[config.mk]
export PLATFORM = sky130hd
export DESIGN_NAME = machine_solve_scheduler
export DESIGN_NICKNAME = d
export VERILOG_FILES = /design/src/rtl/machine_solve_scheduler_pkg.sv /design/src/rtl/machine_solve_scheduler_popcount.sv /design/src/rtl/machine_solve_scheduler.sv
export SDC_FILE = /design/constraint.sdc
export NUM_CORES = 1
export LEC_CHECK = 0
export ABC_CLOCK_PERIOD_IN_PS = 14000
export CAP_MARGIN = 10
export CORE_UTILIZATION = 57
export CTS_CLUSTER_DIAMETER = 120
export DETAILED_ROUTE_END_ITERATION = 10
export HOLD_SLACK_MARGIN = 0.12
export PLACE_DENSITY = 0.85
export SLEW_MARGIN = 40
export SYNTH_ARGS = -nofsm -noshare
export SYNTH_HDL_FRONTEND = slang
export SYNTH_SLANG_ARGS = --single-unit
[constraint.sdc]
create_clock -name clk -period 14 [get_ports clk]
set_clock_uncertainty 0.1 [all_clocks]
set_input_delay 3.5 -clock clk [delete_from_list [all_inputs] [get_ports clk]]
set_output_delay 3.5 -clock clk [all_outputs]
set_load 0.005 [all_outputs]
[src/rtl/machine_solve_scheduler_pkg.sv]
// Shared types and sizing helpers for the machine solve scheduler and its neighbours.
package machine_solve_scheduler_pkg;

  localparam int MAX_ROWS       = 4;
  localparam int MAX_COLS       = 14;
  localparam int AXI_DATA_WIDTH = 8;
  localparam int TOTAL_W        = 32;

  localparam int MAX_VARS_COUNT   = MAX_COLS - 1;
  localparam int MAX_ROWS_W       = $clog2(MAX_ROWS + 1);
  localparam int MAX_COLS_W       = $clog2(MAX_COLS + 1);
  localparam int MAX_VARS_COUNT_W = $clog2(MAX_VARS_COUNT + 1);

  function automatic int ceil_div(input int a, input int b);
    return (a + b - 1) / b;
  endfunction

  localparam int MAX_BEATS = (ceil_div(MAX_VARS_COUNT, AXI_DATA_WIDTH) < 1) ? 1 :
                             ceil_div(MAX_VARS_COUNT, AXI_DATA_WIDTH);
  localparam int BEAT_W    = $clog2(MAX_BEATS + 1);
  localparam int VEC_W     = MAX_BEATS * AXI_DATA_WIDTH;

  typedef enum logic [2:0] {
    IDLE,
    RREF_START,
    RREF_WAIT,
    ENUM_START,
    COLLECT,
    REPORT,
    DONE
  } state_t;

endpackage

[src/rtl/machine_solve_scheduler_popcount.sv]
// Combinational population count over an MAX_N-bit vector.
module machine_solve_scheduler_popcount #(
  parameter int MAX_N = 13
) (
  input  logic [MAX_N-1:0]               vec,
  output logic [$clog2(MAX_N + 1)-1:0]   count
);
  localparam int CW = $clog2(MAX_N + 1);

  always_comb begin
    count = '0;
    for (int i = 0; i < MAX_N; i++) begin
      count = count + CW'(vec[i]);
    end
  end
endmodule

[src/rtl/machine_solve_scheduler.sv]
// Runs one GF(2) machine through rref and enumeration, tracks the min-popcount solution
// and accumulates the total. Optional MACHINE_SOLVE_STATS_EN adds sol_count/cycles_busy.
//
// state      | meaning
// IDLE       | waiting for mach_valid
// RREF_START | one-cycle start pulse to gf2_rref
// RREF_WAIT  | waiting for rref_done
// ENUM_START | one-cycle start pulse to enumerate_solutions
// COLLECT    | accepting solution beats, tracking minimum
// REPORT     | one-cycle min_valid, total updated
// DONE       | final machine reported, total_valid held until reset
module machine_solve_scheduler
  import machine_solve_scheduler_pkg::*;
(
  input  logic                        clk,
  input  logic                        rst_n,
  input  logic                        mach_valid,
  input  logic                        mach_last,
  output logic                        mach_ready,
  input  logic [MAX_ROWS_W-1:0]       rows,
  input  logic [MAX_COLS_W-1:0]       cols,
  output logic                        rref_start,
  input  logic                        rref_done,
  output logic                        enum_start,
  input  logic                        sol_tvalid,
  output logic                        sol_tready,
  input  logic [AXI_DATA_WIDTH-1:0]   sol_tdata,
  input  logic                        sol_tlast,
  output logic                        min_valid,
  output logic [MAX_VARS_COUNT_W-1:0] min_presses,
  output logic                        total_valid,
  output logic [TOTAL_W-1:0]          total_presses,
  output logic                        proto_err
`ifdef MACHINE_SOLVE_STATS_EN
  ,
  output logic [MAX_VARS_COUNT:0]     sol_count,
  output logic [31:0]                 cycles_busy
`endif
);

  state_t                      state_q, state_d;
  logic [MAX_ROWS_W-1:0]       rows_q;
  logic [MAX_COLS_W-1:0]       cols_q, vars;
  logic                        last_q;
  logic [BEAT_W-1:0]           beat_idx, beat_last_idx;
  logic [VEC_W-1:0]            vec_q, vec_next;
  logic [MAX_VARS_COUNT-1:0]   masked;
  logic [MAX_VARS_COUNT_W-1:0] pc, cur_min, cur_min_next, min_hold;
  logic [TOTAL_W-1:0]          total_q;
  logic                        proto_err_q;
  logic                        final_beat;
  int                          bps_raw;
  logic                        unused_bits;
`ifdef MACHINE_SOLVE_STATS_EN
  logic [MAX_VARS_COUNT:0]     sol_cnt_q;
  logic [31:0]                 busy_q;
`endif

  always_ff @(posedge clk) begin
    if (!rst_n) state_q <= IDLE;
    else        state_q <= state_d;
  end

  always_comb begin
    state_d     = state_q;
    mach_ready  = 1'b0;
    rref_start  = 1'b0;
    enum_start  = 1'b0;
    sol_tready  = 1'b0;
    min_valid   = 1'b0;
    total_valid = 1'b0;
    case (state_q)
      IDLE: if (mach_valid) begin
        mach_ready = 1'b1;
        state_d    = RREF_START;
      end
      RREF_START: begin
        rref_start = 1'b1;
        state_d    = RREF_WAIT;
      end
      RREF_WAIT:  if (rref_done) state_d = ENUM_START;
      ENUM_START: begin
        enum_start = 1'b1;
        state_d    = COLLECT;
      end
      COLLECT: begin
        sol_tready = 1'b1;
        if (sol_tvalid && sol_tlast) state_d = REPORT;
      end
      REPORT: begin
        min_valid = 1'b1;
        state_d   = last_q ? DONE : IDLE;
      end
      DONE:    total_valid = 1'b1;
      default: state_d = IDLE;
    endcase
  end

  // Vector reassembly: the current beat is merged combinationally so the final beat
  // contributes to the popcount in the cycle it arrives.
  always_comb begin
    vars          = (cols_q == '0) ? '0 : cols_q - 1'b1;
    bps_raw       = ceil_div(int'(vars), AXI_DATA_WIDTH);
    beat_last_idx = BEAT_W'((bps_raw == 0) ? 0 : bps_raw - 1);
    final_beat    = (beat_idx == beat_last_idx);
    vec_next      = vec_q;
    for (int b = 0; b < MAX_BEATS; b++) begin
      if (beat_idx == BEAT_W'(b)) vec_next[b*AXI_DATA_WIDTH +: AXI_DATA_WIDTH] = sol_tdata;
    end
    for (int i = 0; i < MAX_VARS_COUNT; i++) begin
      masked[i] = vec_next[i] & (MAX_COLS_W'(i) < vars);
    end
    cur_min_next = (pc < cur_min) ? pc : cur_min;
  end

  machine_solve_scheduler_popcount #(.MAX_N(MAX_VARS_COUNT)) u_popcount (
    .vec   (masked),
    .count (pc)
  );

  always_ff @(posedge clk) begin
    if (!rst_n) begin
      rows_q      <= '0;
      cols_q      <= '0;
      last_q      <= 1'b0;
      beat_idx    <= '0;
      vec_q       <= '0;
      cur_min     <= '1;
      min_hold    <= '1;
      total_q     <= '0;
      proto_err_q <= 1'b0;
`ifdef MACHINE_SOLVE_STATS_EN
      sol_cnt_q   <= '0;
      busy_q      <= '0;
`endif
    end else begin
      case (state_q)
        IDLE: if (mach_valid) begin
          rows_q <= rows;
          cols_q <= cols;
          last_q <= mach_last;
        end
        ENUM_START: begin
          beat_idx <= '0;
          cur_min  <= '1;
`ifdef MACHINE_SOLVE_STATS_EN
          sol_cnt_q <= '0;
`endif
        end
        COLLECT: if (sol_tvalid) begin
          vec_q <= vec_next;
          if (final_beat) begin
            cur_min  <= cur_min_next;
            beat_idx <= '0;
`ifdef MACHINE_SOLVE_STATS_EN
            sol_cnt_q <= sol_cnt_q + 1'b1;
`endif
          end else begin
            beat_idx <= beat_idx + 1'b1;
            if (sol_tlast) proto_err_q <= 1'b1;
          end
        end
        REPORT: begin
          total_q  <= total_q + TOTAL_W'(cur_min);
          min_hold <= cur_min;
        end
        default: ;
      endcase
`ifdef MACHINE_SOLVE_STATS_EN
      if (state_q != IDLE && state_q != DONE && busy_q != '1) busy_q <= busy_q + 1'b1;
`endif
    end
  end

  assign min_presses   = (state_q == REPORT) ? cur_min : min_hold;
  assign total_presses = total_q;
  assign proto_err     = proto_err_q;
`ifdef MACHINE_SOLVE_STATS_EN
  assign sol_count     = sol_cnt_q;
  assign cycles_busy   = busy_q;
`endif

  // Row count is carried for the rref block's benefit only; bits above vars never count.
  assign unused_bits = ^{rows_q, vec_next[VEC_W-1:MAX_VARS_COUNT]};

endmodule
== Word-level counts from Yosys, hierarchy flattened ==
Cells that the tools add are included.

* Muxes and demuxes: 24
* Equality and inequality tests: 14
* $add $sub $neg: 19
* Bitwise gates (word level): 16
* Magnitude comparators: 14
* Reductions and logical operators: 13

{| class="wikitable"
|+ Operators with widths
! kind !! number
|-
| $add 4x1->4 || 11
|-
| $add 32x1->32 || 1
|-
| $add 32x4->32 || 1
|-
| $logic_not 32->1 || 1
|-
| $pmux 3 s7 || 1
|-
| $lt 4x4->1 const A || 5
|-
| $mux 4 || 5
|-
| $lt 3x4->1 const A || 4
|-
| $and 1x1->1 || 14
|-
| $mux 3 || 4
|-
| $ne 2x2->1 const B || 6
|-
| $reduce_and 4->1 || 3
|-
| $eq 3x3->1 const B || 3
|-
| $lt 1x4->1 const A || 2
|-
| $lt 2x4->1 const A || 2
|-
| $mux 8 || 1
|-
| $pmux 4 s2 || 1
|-
| $mux 1 || 7
|-
| $eq 3x2->1 const B || 2
|-
| $mux 2 || 3
|-
| $reduce_and 2->1 || 3
|-
| $sub 5x1->6 const B || 1
|-
| $add 4x4->5 const B || 1
|-
| $mux 5 || 1
|-
| other kinds (16) || 17
|}

* Bits of input ports: 22
* Logic and storage cells: 109
* Output and inout bits: 43
* Flip-flop bits (word level): 64

== Longest topological paths before layout ==
* Depth in word-level cells: 21
* Depth in mapped cells: 24
* Gate-level depth less buffers: 23

== Hierarchy ==
Synthesis repeated with hierarchy kept, for this count alone.

* Cell total of the unflattened synthesis: 396
* Area, all modules: 3450.8 um^2

{| class="wikitable"
|+ By module, submodules not included
! module !! area an instance (um^2) !! cells each !! sequential area each (um^2) !! instances
|-
| machine_solve_scheduler || 3178.0 || 367 || 1281.2 || 1
|-
| machine_solve_scheduler_popcount || 272.8 || 29 || 0.0 || 1
|}

== Worst setup path after synthesis ==
Ideal clock, no wire load.

* Kind: input -> register
* Start point: in sol_tdata[0]
* End point: reg cur_min[0]
* Library setup time: 0.058 ns
* Data arrival time: 7.995 ns
* Data required time: 13.842 ns
* Setup slack: 5.847 ns
* Path buffers: 0
* Cell stages on the path: 16
* Cells stage by stage: mux2i_1 > nor2_1 > ha_1 > inv_1 > fa_1 > fa_1 > fa_1 > inv_1 > fa_1 > ha_1 > fa_1 > ha_1 > a2111oi_0 > o21ai_0 > a31oi_1 > o22a_1

* Longest elaborated chain between the ends: 18
* Elaborated cells on any way between the ends: 23
* Those cells by class: 12 x add/sub; 1 x order compare; 1 x eq/ne; 6 x mux; 2 x bitwise; 1 x reduce/logical

{| class="wikitable"
|+ RTL lines
! element !! line !! RTL
|-
| from (decl) || machine_solve_scheduler.sv:27 || <nowiki>input logic [AXI_DATA_WIDTH-1:0] sol_tdata,</nowiki>
|-
| $mux 8 || machine_solve_scheduler.sv:108 || <nowiki>if (beat_idx == BEAT_W'(b)) vec_next[b*AXI_DATA_WIDTH +: AXI_DATA_WIDTH] = sol_tdata;</nowiki>
|-
| $and 1x1->1 || machine_solve_scheduler.sv:111 || <nowiki>masked[i] = vec_next[i] & (MAX_COLS_W'(i) < vars);</nowiki>
|-
| $add 1x1->2 || machine_solve_scheduler_popcount.sv:13 || <nowiki>count = count + CW'(vec[i]);</nowiki>
|-
| $add 4x1->4 (6 in a row) || machine_solve_scheduler_popcount.sv:13 ||
|-
| $add 4x1->4 (*) (5 in a row) || machine_solve_scheduler_popcount.sv:13 ||
|-
| parallel branches: the longest is 4 deep, another holds $lt 4x4->1 || - ||
|-
| to (signal assigned) || machine_solve_scheduler.sv:153 || <nowiki>cur_min <= cur_min_next;</nowiki>
|-
| to (decl) || machine_solve_scheduler.sv:48 || <nowiki>logic [MAX_VARS_COUNT_W-1:0] pc, cur_min, cur_min_next, min_hold;</nowiki>
|}

Mark *: on every way between the ends. The select of a mux whose other input is x is not followed.
A chain may end at the register's enable or synchronous reset.

== Final worst setup path ==
* Start point: in sol_tdata[0]
* End point: reg cur_min[2]

Same word-level chain as after synthesis.

==> flow_metrics.tcl <==
set metrics [dict create \
    setup_viol 0 \
    io_pins 65 \
    slew_headroom_pct 50.7 \
    grt_pass1_wl_mm 13.2 \
    seqCellArea_um2 1280 \
    die_x_um 80.5 \
    grt_max_degree 36 \
    period_share_pct 62.6 \
    htreeDepth 3 \
    place_area_um2 4150 \
    cp-start-kind "input port" \
    cts-root-buf "clkbuf_8" \
    gp_congestion 0.838 \
    diodes 0 \
    synth_commonest_cells "dfxtp_1, nor2_1, nand2_1" \
    final_area_um2 4380 \
    cpPeakStageDelay_ns 0.55 \
    startpoint "sol_tdata[0]" \
    multi_input_area_um2 2060 \
    start_util_pct 59.4 \
    first_global_vias 2918 \
    fmax_mhz 114 \
    syn_inst 408 \
    async_flop_share_pct 0 \
    globalRouteTotalUtil_pct 26.2 \
    yosysWarnings 0 \
    worstPathCellList "clkdlybuf4s50_1 > mux2i_1 > nor2_1 > ha_1 > inv_1 > fa_1 > fa_1 > fa_1 > inv_1 > fa_1 > ha_1 > fa_1 > xor2_1 > ha_1 > a2111oi_0 > o21ai_0 > a31oi_1 > o22a_1" \
    synth-seq-cells 64 \
    wl_per_cell_um 14.5 \
    die-area_um2 6490 \
    post-route-min-period_ns 8.77 \
    synth_largest_area_cell "dfxtp_1" \
    filler_cell_count 426 \
    yosys-top-cells-area "dfxtp_1, ha_1, xor2_1" \
    status "complete, no violations" \
    drv_slew 0 \
    drc 0 \
    antenna_left 0 \
    avgSynthCellArea_um2 8.62 \
    synth-main-ff-cell "dfxtp_1" \
    finalWirelength_mm 7.88 \
    area_growth_syn_to_layout_pct 24.7 \
    crit_end "cur_min[2]" \
    hpwl_mm 5.63 \
    setup.worst_path.end_class "flip-flop" \
    cp_data_required_time_ns 14.18 \
    tns_ns 0 \
    vdd_drop_max_uv 63.5 \
    cts_tree "done" \
    path_common_cell "fa_1" \
    syn_nets 454 \
    final_nets 508 \
    std_cell_rows 28 \
    clkLatencyLatePin_ns 0.34 \
    via_per_inst 5.83 \
    hp-class "flip-flop to flip-flop" \
    cts_buffer_depth 2 \
    final-hold-violation-count 0 \
    io_buffers 61 \
    cts_resized 0 \
    coreArea_um2 5920 \
    ctsHoldBuffers 0 \
    cts_buffers 9 \
    cts_setup_buffers 0 \
    drive_above_1_share_pct 7.07 \
    r2r-start "beat_idx[0]" \
    powerDensity_nw_per_um2 93.7 \
    drv_cap 0 \
    via_count 3161 \
    dr.pass1.iters 5 \
    grt_overflow_total 0 \
    cp_slowest_cell "fa_1" \
    leakagePower_nw 1.75 \
    clkTransAtPathRegs_ns 0.07 \
    r2r_cells 19 \
    drtIter0Drc 158 \
    yosysMostFrequentCell "dfxtp_1" \
    die-height_um 80.5 \
    rsz0062_at_grt "false" \
    ys_types 50 \
    crit_arrival_ns 8.95 \
    worst-path-max-fanout 4 \
    cts.sinks 64 \
    r2r_slack_ns 7.68 \
    grt_antenna_before_repair 0 \
    max_slew.worst_pin.slew_ns 0.740 \
    crit_type "input port to flip-flop" \
    ys_seq_area_share_pct 36.4 \
    synth_edf_count 0 \
    rr_endpoint "cur_min[2]" \
    syn_area_um2 3520 \
    synth_top_cell_area_share_pct 36.4 \
]
## cell type report
type                    instances  share of cell area (%)
clock inverters                 5                    1.80
multi-input cells             299                    46.9
inverters                      24                    2.05
repair buffers                 64                    14.4
clock buffers                  11                    3.45
flip-flops and latches         64                    29.2
well taps                      75                    2.14
## critical path: cells and delay by family
| kind | cells | cell delay (ns) |
|---|---|---|
| xor+xnor | 1 | 0.19 |
| mux | 1 | 0.16 |
| compound gates | 4 | 1.28 |
| buf+inv | 3 | 0.58 |
| fa+ha+maj | 8 | 3.16 |
| simple gates | 1 | 0.06 |
## registers in the layout, indices dropped and copies added, names as in the netlist
register       count
last_q             1
beat_idx           2
vec_q             13
min_hold           4
state_q            3
cur_min            4
cols_q             4
proto_err          1
total_presses     32
## cell families (layout without fill, tap and decap cells)
| logic type | Yosys count | count (layout) | share of synthesized area (%) |
|---|---|---|---|
| simple gates | 153 | 153 | 22.4 |
| compound gates | 79 | 79 | 14.4 |
| flops | 64 | 64 | 36.4 |
| buf+inv | 45 | 104 | 5.20 |
| xor+xnor | 28 | 28 | 6.98 |
| fa+ha+maj | 24 | 24 | 10.2 |
| mux | 15 | 15 | 4.34 |
## per-stage QoR
step / hold slack, ns / cells / util (%) / setup slack, ns / power (mW)
after floorplan: 0.334 / 408 / - / 5.85 / 0.219
after CTS: 0.356 / 541 / 73.9 / 5.24 / 0.413
final: 0.357 / 542 / 74.0 / 5.23 / 0.411
after detailed placement: 0.346 / 525 / 70.0 / 4.90 / 0.234
after global routing: 0.370 / 542 / 74.0 / 4.78 / 0.428
after global placement: 0.341 / 525 / 70.0 / 5.06 / 0.232
## power by group
group | total (mW) | switching [mW] | internal (mW)
clock | 0.180 | 0.0704 | 0.110
sequential | 0.189 | 0.00486 | 0.185
combinational | 0.0411 | 0.0212 | 0.0199
total | 0.411 | 0.0964 | 0.314
## cells in the final DEF, fill, tap and decap left out, drive strengths merged, types with 4 or more instances in the layout
cell type | synthesis | final
dfxtp | 64 | 64
clkdlybuf4s50 | 0 | 61
nor2 | 42 | 42
nand2 | 37 | 37
a21oi | 30 | 30
nand3 | 26 | 26
inv | 23 | 23
xor2 | 21 | 21
ha | 16 | 16
o21ai | 15 | 15
mux2i | 13 | 13
clkbuf | 15 | 11
nand4 | 10 | 10
fa | 8 | 8
xnor2 | 7 | 7
and3 | 6 | 6
o211ai | 6 | 6
a211oi | 5 | 5
and2 | 5 | 5
or3 | 5 | 5
o21a | 4 | 4
o2111ai | 4 | 4
o22a | 4 | 4
or2 | 4 | 4
clkinv | 1 | 4
## per-layer routing
layer / global-route usage (%) / vias to the layer above / part of all wire, %
met5: 0 / - / 0
met4: 10.9 / 0 / 1.9
met3: 6.36 / 18 / 5.7
met2: 43.6 / 96 / 48
met1: 32.3 / 1513 / 44
li1: - / 1534 / -
## worst min path at each step
stage,start,to,slack (ns),cells past startpoint
6_report,vec_q[4],vec_q[4],0.36,2
3_3_place_gp,vec_q[7],vec_q[7],0.34,2
5_1_grt,vec_q[5],vec_q[5],0.37,2
4_1_cts,vec_q[5],vec_q[5],0.36,2
2_1_floorplan,vec_q[2],vec_q[2],0.33,2
3_5_place_dp,vec_q[5],vec_q[5],0.35,2
Note: power is estimated with default switching activity, not from simulation.
